$ cat src/rtl/jtbubl_pkg.sv
// Shared definitions for the Bubble Bobble ROM arbiter.
//   arb_state_t : arbiter FSM states
//   SLOT_*      : requester slot identifiers
//   kw_max      : widest of three cache key widths (sizes the latched key)
package jtbubl_pkg;

  typedef enum logic [1:0] {
    IDLE      = 2'd0,
    WAIT_ACK  = 2'd1,
    WAIT_DATA = 2'd2
  } arb_state_t;

  localparam logic [1:0] SLOT_GFX  = 2'd0;
  localparam logic [1:0] SLOT_MAIN = 2'd1;
  localparam logic [1:0] SLOT_SND  = 2'd2;

  function automatic int kw_max(input int a, input int b, input int c);
    int m;
    m = a;
    if (b > m) m = b;
    if (c > m) m = c;
    return m;
  endfunction

endpackage

$ cat src/rtl/jtbubl_rom_slot.sv
// One requester slot: single-entry, word-granular read cache.
//   cs, addr            : requester strobe and address
//   fill_we/key/data    : cache write from the arbiter (one-cycle strobe)
//   key                 : word key of the live address
//   data                : cached word (DW=32) or selected byte (DW=8)
//   ok                  : hit, combinational on the live address
//   miss                : cs asserted without a hit; asks the arbiter for a fill
module jtbubl_rom_slot #(
  parameter int AW = 17,
  parameter int DW = 8,
  parameter int KW = 15
) (
  input  logic          rst,
  input  logic          clk,
  input  logic          cs,
  input  logic [AW-1:0] addr,
  input  logic          fill_we,
  input  logic [KW-1:0] fill_key,
  input  logic [31:0]   fill_data,
  output logic [KW-1:0] key,
  output logic [DW-1:0] data,
  output logic          ok,
  output logic          miss
);

  logic          valid_q;
  logic [KW-1:0] tag_q;
  logic [31:0]   word_q;
  logic          hit;

  generate
    if (DW == 32) begin : g_word
      assign key  = addr;
      assign data = word_q;
    end else begin : g_byte
      // Byte lanes are little-endian within the cached word.
      assign key  = addr[AW-1:2];
      assign data = DW'(word_q >> {addr[1:0], 3'b000});
    end
  endgenerate

  always_ff @(posedge clk or posedge rst) begin
    if (rst) begin
      valid_q <= 1'b0;
      tag_q   <= '0;
      word_q  <= '0;
    end else if (fill_we) begin
      valid_q <= 1'b1;
      tag_q   <= fill_key;
      word_q  <= fill_data;
    end
  end

  assign hit  = cs & valid_q & (tag_q == key);
  assign ok   = hit;
  assign miss = cs & ~hit;

endmodule

$ cat src/rtl/jtbubl_rom_arb.sv
// Shares the SDRAM read port among gfx (32-bit), main CPU and sound CPU
// (8-bit) ROM requesters, each fronted by a one-word cache.
//   gfx_* / main_* / snd_* : slot cs/addr in, data/ok out
//   sdram_req/addr/ack     : request channel to the SDRAM controller
//   data_rdy/data_read     : read-return channel
//   fsm_state              : current arbiter state, for observation
// Handshake: sdram_req rises with sdram_addr stable and both are held
// unchanged until the cycle sdram_ack is seen; req drops the cycle after.
// Read data is taken on the single data_rdy pulse after (or with) the ack;
// data_rdy arriving in any other state is ignored.
// Grants are fixed priority gfx > main > snd, evaluated only in IDLE, so a
// transfer in flight is never preempted.
module jtbubl_rom_arb
  import jtbubl_pkg::*;
#(
  parameter int          GFX_AW      = 18,
  parameter int          MAIN_AW     = 17,
  parameter int          SND_AW      = 15,
  parameter logic [21:0] GFX_OFFSET  = 22'h10_0000,
  parameter logic [21:0] MAIN_OFFSET = 22'h00_0000,
  parameter logic [21:0] SND_OFFSET  = 22'h08_0000
) (
  input  logic               rst,
  input  logic               clk,
  input  logic               gfx_cs,
  input  logic [GFX_AW-1:0]  gfx_addr,
  output logic [31:0]        gfx_data,
  output logic               gfx_ok,
  input  logic               main_cs,
  input  logic [MAIN_AW-1:0] main_addr,
  output logic [7:0]         main_data,
  output logic               main_ok,
  input  logic               snd_cs,
  input  logic [SND_AW-1:0]  snd_addr,
  output logic [7:0]         snd_data,
  output logic               snd_ok,
  output logic               sdram_req,
  output logic [21:0]        sdram_addr,
  input  logic               sdram_ack,
  input  logic               data_rdy,
  input  logic [31:0]        data_read,
  output logic [1:0]         fsm_state
);

  localparam int GFX_KW  = GFX_AW;
  localparam int MAIN_KW = MAIN_AW - 2;
  localparam int SND_KW  = SND_AW - 2;
  localparam int KW      = kw_max(GFX_KW, MAIN_KW, SND_KW);

  arb_state_t         state_q, state_d;
  logic [1:0]         slot_q, slot_d;
  logic [KW-1:0]      key_q, key_d;
  logic [21:0]        addr_q, addr_d;
  logic               fill;

  logic [GFX_KW-1:0]  gfx_key;
  logic [MAIN_KW-1:0] main_key;
  logic [SND_KW-1:0]  snd_key;
  logic               gfx_miss, main_miss, snd_miss;

  jtbubl_rom_slot #(.AW(GFX_AW), .DW(32), .KW(GFX_KW)) u_gfx (
    .rst(rst), .clk(clk), .cs(gfx_cs), .addr(gfx_addr),
    .fill_we(fill && slot_q == SLOT_GFX), .fill_key(key_q[GFX_KW-1:0]),
    .fill_data(data_read), .key(gfx_key), .data(gfx_data),
    .ok(gfx_ok), .miss(gfx_miss)
  );

  jtbubl_rom_slot #(.AW(MAIN_AW), .DW(8), .KW(MAIN_KW)) u_main (
    .rst(rst), .clk(clk), .cs(main_cs), .addr(main_addr),
    .fill_we(fill && slot_q == SLOT_MAIN), .fill_key(key_q[MAIN_KW-1:0]),
    .fill_data(data_read), .key(main_key), .data(main_data),
    .ok(main_ok), .miss(main_miss)
  );

  jtbubl_rom_slot #(.AW(SND_AW), .DW(8), .KW(SND_KW)) u_snd (
    .rst(rst), .clk(clk), .cs(snd_cs), .addr(snd_addr),
    .fill_we(fill && slot_q == SLOT_SND), .fill_key(key_q[SND_KW-1:0]),
    .fill_data(data_read), .key(snd_key), .data(snd_data),
    .ok(snd_ok), .miss(snd_miss)
  );

  always_ff @(posedge clk or posedge rst) begin
    if (rst) begin
      state_q <= IDLE;
      slot_q  <= SLOT_GFX;
      key_q   <= '0;
      addr_q  <= '0;
    end else begin
      state_q <= state_d;
      slot_q  <= slot_d;
      key_q   <= key_d;
      addr_q  <= addr_d;
    end
  end

  always_comb begin
    state_d = state_q;
    slot_d  = slot_q;
    key_d   = key_q;
    addr_d  = addr_q;
    fill    = 1'b0;
    case (state_q)
      IDLE: begin
        if (gfx_miss) begin
          slot_d  = SLOT_GFX;
          key_d   = KW'(gfx_key);
          addr_d  = GFX_OFFSET + 22'(gfx_key);
          state_d = WAIT_ACK;
        end else if (main_miss) begin
          slot_d  = SLOT_MAIN;
          key_d   = KW'(main_key);
          addr_d  = MAIN_OFFSET + 22'(main_key);
          state_d = WAIT_ACK;
        end else if (snd_miss) begin
          slot_d  = SLOT_SND;
          key_d   = KW'(snd_key);
          addr_d  = SND_OFFSET + 22'(snd_key);
          state_d = WAIT_ACK;
        end
      end
      WAIT_ACK: begin
        if (sdram_ack) begin
          // A controller may return data in the ack cycle itself.
          if (data_rdy) begin
            fill    = 1'b1;
            state_d = IDLE;
          end else begin
            state_d = WAIT_DATA;
          end
        end
      end
      WAIT_DATA: begin
        if (data_rdy) begin
          fill    = 1'b1;
          state_d = IDLE;
        end
      end
      default: state_d = IDLE;
    endcase
  end

  assign sdram_req  = (state_q == WAIT_ACK);
  assign sdram_addr = addr_q;
  assign fsm_state  = state_q;

endmodule

$ cat config.mk
export PLATFORM = sky130hd
export DESIGN_NAME = jtbubl_rom_arb
export DESIGN_NICKNAME = d
export VERILOG_FILES = /design/src/rtl/jtbubl_pkg.sv /design/src/rtl/jtbubl_rom_slot.sv /design/src/rtl/jtbubl_rom_arb.sv
export SDC_FILE = /design/constraint.sdc
export NUM_CORES = 1
export LEC_CHECK = 0
export CAP_MARGIN = 0
export CORE_MARGIN = 5
export CORE_UTILIZATION = 23
export CTS_CLUSTER_DIAMETER = 120
export CTS_CLUSTER_SIZE = 28
export DETAILED_ROUTE_END_ITERATION = 6
export PLACE_DENSITY_LB_ADDON = 0.2
export SYNTH_ARGS = -nofsm -noshare
export SYNTH_HDL_FRONTEND = slang
export SYNTH_SLANG_ARGS = --single-unit
export TNS_END_PERCENT = 50
$ cat constraint.sdc
create_clock -name clk -period 16.7 [get_ports clk]
set_input_delay 2.505 -clock clk [delete_from_list [all_inputs] [get_ports clk]]
set_output_delay 2.505 -clock clk [all_outputs]
set_load 0.05 [all_outputs]
-- Word level (Yosys, flattened, before mapping)
Cells that the tools add are included.
- input port bits: 89
- flip-flop bits (word level): 189
- word-level logic and storage cells: 66
- mux-type cells: 19
- reductions and logical operators: 8
- shift operators: 2
- add/sub/neg operators: 2
- bitwise logic cells: 12
- eq/ne operators: 10
- operator list (kind ; number):
    $mux W22 ; 3
    $shr A32 B5 Y8 ; 2
    $mux W18 ; 3
    $add A21 B18 Y22 const A ; 1
    $add A20 B13 Y21 const A ; 1
    $eq A18 B18 Y1 ; 1
    $mux W2 ; 9
    $eq A15 B15 Y1 ; 1
    $eq A13 B13 Y1 ; 1
    $and A1 B1 Y1 ; 9
    $pmux W2 S3 ; 1
    $eq A2 B1 Y1 const B ; 2
    $eq A2 B2 Y1 const B ; 2
    $logic_not A2 Y1 ; 2
    $ne A4 B4 Y1 const B ; 1
    $logic_and A1 B1 Y1 ; 3
    $not A1 Y1 ; 3
    $reduce_and A3 Y1 ; 1
    $reduce_bool A3 Y1 ; 1
    $mux W1 ; 2
    $ne A2 B1 Y1 const B ; 1
    $ne A2 B2 Y1 const B ; 1
    $pmux W1 S2 ; 1
    $reduce_and A2 Y1 ; 1

-- Depth between registers and ports, before layout
Gate-level depths: netlist (run 1).
- depth after elaboration: 8
- mapped depth: 9
- mapped depth without buffers: 8

-- By module
From an unflattened synthesis (run 1), not the netlist that was laid out.
- cells, all modules: 576
- area total of the unflattened synthesis: 7963.9 sq um
- by module, submodules not included (module ; cells an instance ; area each (sq um) ; instances ; seq. area each (sq um)):
    jtbubl_rom_slot (u_main) ; 149 ; 2243.4 ; 1 ; 1201.2
    jtbubl_rom_slot (u_gfx) ; 153 ; 2223.4 ; 1 ; 1276.2
    jtbubl_rom_slot (u_snd) ; 141 ; 2138.3 ; 1 ; 1151.1
    jtbubl_rom_arb ; 133 ; 1358.8 ; 1 ; 575.6

-- Worst setup path before layout (run 1)
OpenSTA, ideal clock, no wires.
- kind: input-to-output
- start: input port main_addr[12]
- end: output port main_ok
- slack: 10.426 ns
- cell stages on the path: 5
- arrival time: 3.769 ns
- path buffers: 1
- path through: xor2_1 -> nor4_2 -> nand4_4 -> clkbuf_1 -> inv_1
- cells in the longest elaborated chain, start to end: 2
- ends and longest elaborated chain (item ; RTL line ; RTL):
    start, declared ; jtbubl_rom_arb.sv:30 ; input logic [MAIN_AW-1:0] main_addr,
    $eq A15 B15 Y1 ; jtbubl_rom_slot.sv:54 ; assign hit = cs & valid_q & (tag_q == key);
    $and A1 B1 Y1 ; jtbubl_rom_slot.sv:54 ;
    end, declared ; jtbubl_rom_arb.sv:32 ; output logic main_ok,
Every way passes these cells.

-- Worst setup path in the final report (run 1)
- start: input port main_cs
- end: output port main_ok
- cells in the longest elaborated chain, start to end: 2
- ends and longest elaborated chain (item ; RTL line ; RTL):
    start, declared ; jtbubl_rom_arb.sv:29 ; input logic main_cs,
    $and A1 B1 Y1 (2 in series) ; jtbubl_rom_slot.sv:54 ;
Every way passes these cells.

==> flow_metrics.tcl, run 1 <==
set metrics [dict create \
    status "completed" \
    die_h_um 194.4 \
    synth_area_leader_cell "dfrtp_1" \
    tightest_slew_ps 958.0 \
    crit_fanout 19 \
    grt_overflow 0 \
    grt_usage 0.1256 \
    clk_latency_ps 430 \
    hold_class "flip-flop to flip-flop" \
    synth_commonest_cells "168 x dfrtp_1, 96 x mux2_2, 53 x mux2_1, 38 x inv_1, 30 x xor2_1" \
    synth_edf_count 0 \
    setup_violations 0 \
    timing.final.crit_share 0.4580 \
    p_leak_nw 4.632 \
    drv_slew 0 \
    wl_per_cell_um 19.85 \
    die_width_um 194.4 \
    synthAdderAreaFrac 0.004798 \
    cts_setup_buffers 0 \
    finalNetCount 807 \
    port_buffers 162 \
    power.density_nw_per_um2 192.6 \
    cts.htree.levels 4 \
    layout-drive-gt1-share 0.2431 \
    finish.utilization 0.3136 \
    cp-end-kind "primary output" \
    min_period_ps 7648 \
    synth_mux_area_frac 0.2618 \
    synth-main-ff-cell "dfrtp_1" \
    grt_max_degree 100 \
    synth_top_family_by_area "multiplexers" \
    synth-simple-area-share 0.04158 \
    pre_cts_ws_ps 8957 \
    netlist_instances 560 \
    wl_met1_um 10400 \
    netlist_area_um2 7824 \
    vias_per_cell 4.312 \
    setup_slack_ps 9052 \
    route.antenna.remaining_nets 0 \
    clkSlewWorstSetupHoldPaths_ps 70 \
    start_kind "primary input" \
    cp.required_ps 14200 \
    fmax_mhz 130.8 \
    coreArea_um2 33530 \
    ctsResizeCount 0 \
    grt_pass1_vias 5663 \
    clock_sinks 168 \
    yosysUniqueCellTypes 45 \
    synthArstFlopShare 1.000 \
    grt_first_pass_wirelength_um 36180 \
    synth-xor-area-share 0.05150 \
    yosys_warnings 0 \
    ys_seq_elements 168 \
    maxUsedRoutingLayer "met4" \
    synth_top_area_frac 0.5373 \
    dr.pass1.iters 4 \
    antenna_found_initial 0 \
    postCtsHoldBufs 0 \
    area_growth_pct 34.42 \
    wl_met3_um 1688 \
    hold_viol_final 0 \
    cts_max_path_buffers 2 \
    gp_congestion 0.7505 \
    yosysSeqAreaShare 0.5373 \
    drc 0 \
    io_pins 165 \
    tritoncts "yes" \
    avgSynthCellArea_um2 13.97 \
    hold-worst-slack_ps 474.1 \
    max-slew-margin-rel 0.3613 \
    root_buffer "clkbuf_16" \
    setup_tns_ps 0 \
    yosys-top-cells-area "dfrtp_1 54%, mux2_2 14%, mux2_1 7.6%" \
    rows 67 \
    drt_iter0_drc 164 \
    numCtsBuffers 17 \
    yosys.cell_count.top_type "dfrtp_1" \
    drt-total-wl_um 23350 \
    path_class "primary input to primary output" \
    ir_drop_mv 0.1057 \
    drv_cap 0 \
    routed-via-count 5071 \
    die-area_um2 37810 \
    wl_met2_um 10990 \
    antennaDiodeCount 0 \
    rsz0062_at_grt "false" \
    synth_compound_area_frac 0.06141 \
    crit_arrival_ps 5140 \
    fin_skew_ps 5.802 \
    initial_core_util 0.2333 \
    dpl.hpwl_um 15940 \
]
## sequential cells by signal (all words and copies together), names as in the netlist
register / count
u_gfx.data: 32
u_main.word_q: 32
u_snd.word_q: 32
u_gfx.tag_q: 18
key_q: 17
u_main.tag_q: 15
u_snd.tag_q: 13
sdram_addr: 3
fsm_state: 2
slot_q: 1
u_gfx.valid_q: 1
u_main.valid_q: 1
u_snd.valid_q: 1
## final timing paths
check | cells after the start | end | slack (ps) | from
max | 7 | main_ok | 9050 | main_cs
min | 1 | u_snd.valid_q | 470 | u_snd.valid_q
max reg2reg | 8 | sdram_addr[17] | 13270 | u_gfx.tag_q[1]
min reg2reg | 1 | u_snd.valid_q | 470 | u_snd.valid_q
max in group asynchronous | 3 | u_gfx.tag_q[1] | 12570 | rst
min in group asynchronous | 2 | sdram_addr[17] | 2630 | rst
## per-layer routing
metal / GRT usage / up-vias
met1: 0.1589 / 2586
met5: 0 / -
met2: 0.2022 / 151
li1: - / 2317
met4: 0.03047 / 0
met3: 0.04986 / 17
## logic make-up after synthesis
family,after synthesis
compound gates,52
xor+xnor,46
fa+ha+maj,3
buf+inv,72
flops,168
mux,166
other cells,1
simple gates,52
## area by class of cell
type | count | area [µm²]
clock buffer | 19 | 442.9
clock inverter | 13 | 166.4
fill | 3404 | 23020
inverter | 38 | 147.6
multi-input combinational | 321 | 3321
sequential | 168 | 4204
tap | 448 | 560.5
timing repair buffer | 169 | 1674
## placed cells by master (no fill, tap or decap), types with 3 or more instances in the layout
master           instances
o32ai_2                  9
ha_1                     3
inv_6                    6
inv_1                   37
mux2_1                  53
dfrtp_1                168
o21ai_0                 13
nand3_1                 16
xnor2_1                 16
nand2_1                  7
nor2_1                   5
mux4_2                  16
xor2_1                  30
clkinv_2                 3
bufinv_16                3
o32ai_1                  4
o211a_1                 12
buf_4                    7
nor4_2                   4
clkdlybuf4s50_1        162
nand4_1                  4
nor4_1                   4
a31oi_1                  3
mux2_2                  96
clkbuf_16               17
## power breakdown
| group | internal, mW | switching, mW |
|---|---|---|
| combinational | 0.375 | 0.527 |
| clock | 0.242 | 0.176 |
| sequential | 0.590 | 0.116 |
| total | 1.21 | 0.819 |
## worst max-delay path, stage by stage
cell             delay, ps
clkdlybuf4s50_1        460
buf_4                  270
nand2_1                100
nor4_2                 430
nand4_4                420
inv_1                  140
clkdlybuf4s50_1        810
## per-stage QoR
stage                     std cells  power [mW]  area, µm²
after global placement         1144       1.622       9907
final                          1176       2.025      10520
after floorplan                 561       1.310       7828
after global routing           1176       2.140      10520
after CTS                      1176       2.063      10520
after detailed placement       1144       1.630       9907
Note: power is estimated with default switching activity, not from simulation.
==> inputs of run 2 (changes only) <==
==> constraint.sdc (replaced) <==
create_clock -name clk -period 7.9 [get_ports clk]
set_input_delay 1.185 -clock clk [delete_from_list [all_inputs] [get_ports clk]]
set_output_delay 1.185 -clock clk [all_outputs]
set_load 0.05 [all_outputs]
==> flow_metrics.tcl, run 2 (synthesis results as in run 1) <==
set metrics [dict create \
    status "completed" \
    gp_congestion 0.7528 \
    numCtsBuffers 17 \
    power.density_nw_per_um2 403.1 \
    layout-drive-gt1-share 0.2435 \
    crit_arrival_ps 3910 \
    drv_slew 0 \
    drv_cap 0 \
    drc 0 \
    critical_path.top_delay_family "buffers and inverters" \
    die-area_um2 37810 \
    start_kind "primary input" \
    ir_drop_mv 0.1974 \
    max-slew-margin-rel 0.3529 \
    cpPeakStageDelay_ps 810 \
    routed-via-count 5070 \
    rsz0062_at_grt "false" \
    io_pins 165 \
    path_cells "clkdlybuf4s50_1 > buf_4 > nand2_1 > nor4_2 > nand4_4 > inv_1 > clkdlybuf4s50_1" \
    final_cell_mix "168 x dfrtp_1, 162 x clkdlybuf4s50_1, 96 x mux2_2" \
    grtUsageMet3 0.04571 \
    setup_violations 0 \
    p_leak_nw 4.589 \
    tightest_slew_ps 970.7 \
    grt_max_degree 100 \
    cp-end-kind "primary output" \
    postCtsHoldBufs 0 \
    cp.required_ps 6710 \
    min_period_ps 5094 \
    wl_per_cell_um 19.85 \
    route.antenna.remaining_nets 0 \
    root_buffer "clkbuf_16" \
    crit_fanout 19 \
    drt_iter0_drc 200 \
    dpl.hpwl_um 15890 \
    fmax_mhz 196.3 \
    die_h_um 194.4 \
    initial_core_util 0.2333 \
    setup_tns_ps 0 \
    clk_latency_ps 430 \
    fin_skew_ps 8.238 \
    grt_pass1_vias 5629 \
    clock_sinks 168 \
    grt_first_pass_wirelength_um 36170 \
    drt-total-wl_um 23330 \
    crit_buf_inv 4 \
    cp_slowest_cell "clkdlybuf4s50_1" \
    grt_busiest_layer "met2" \
    hold-worst-slack_ps 475.4 \
    grt_usage 0.1250 \
    hold_viol_final 0 \
    gr-usage-met1 0.1651 \
    cts_max_path_buffers 2 \
    cp_common_cell "clkdlybuf4s50_1" \
    grt_use_met2 0.1969 \
    antennaDiodeCount 0 \
    final_common_cell "dfrtp_1" \
    dr.pass1.iters 5 \
    cts_setup_buffers 0 \
    finalNetCount 807 \
    timing.final.crit_share 0.6449 \
    ctsResizeCount 0 \
    rows 67 \
    tritoncts "yes" \
    area_growth_pct 33.82 \
    die_width_um 194.4 \
    clkSlewWorstSetupHoldPaths_ps 70 \
    vias_per_cell 4.315 \
    grt_overflow 0 \
    antenna_found_initial 0 \
    cts.htree.levels 4 \
    place_inst 1144 \
    path_class "primary input to primary output" \
    hold_class "flip-flop to flip-flop" \
    coreArea_um2 33530 \
    port_buffers 162 \
    finalNonFillerCells 1175 \
]
## run 2: metal layers
metal  share of wire  vias up
met2            0.47      154
met4          0.0092        0
met5               0        -
met1            0.46     2597
li1                -     2307
met3           0.065       12
## run 2: cell type report
cell class | count | area (µm²)
timing repair buffer | 169 | 1674
clock buffer | 17 | 425.4
tap | 448 | 560.5
fill | 3425 | 23060
sequential | 168 | 4204
clock inverter | 14 | 137.6
multi-input combinational | 321 | 3321
inverter | 38 | 147.6
## run 2: final timing paths
kind,start,endpoint,slack [ps],depth (start not counted)
setup / recovery,main_cs,main_ok,2810,7
hold / removal,u_gfx.valid_q,u_gfx.valid_q,480,1
setup reg to reg,u_gfx.tag_q[1],key_q[15],4470,8
hold reg to reg,u_gfx.valid_q,u_gfx.valid_q,480,1
max in group asynchronous,rst,u_gfx.tag_q[4],5090,3
min in group asynchronous,rst,sdram_addr[17],1280,2
## run 2: where the power goes
| group | internal [mW] | switching (mW) | total (mW) |
|---|---|---|---|
| combinational | 0.793 | 1.11 | 1.90 |
| sequential | 1.25 | 0.245 | 1.49 |
| clock | 0.440 | 0.387 | 0.827 |
| total | 2.48 | 1.74 | 4.22 |
## run 2: through the flow
step | setup slack (ps) | power (mW) | utilization | instance area (µm²)
final | 2806 | 4.220 | 0.3122 | 10470
after global routing | 2629 | 4.464 | 0.3122 | 10470
after CTS | 2754 | 4.301 | 0.3122 | 10470
after detailed placement | 2774 | 3.446 | 0.2954 | 9907
after global placement | 2756 | 3.429 | 0.2954 | 9907
after floorplan | 2168 | 2.768 | - | 7828
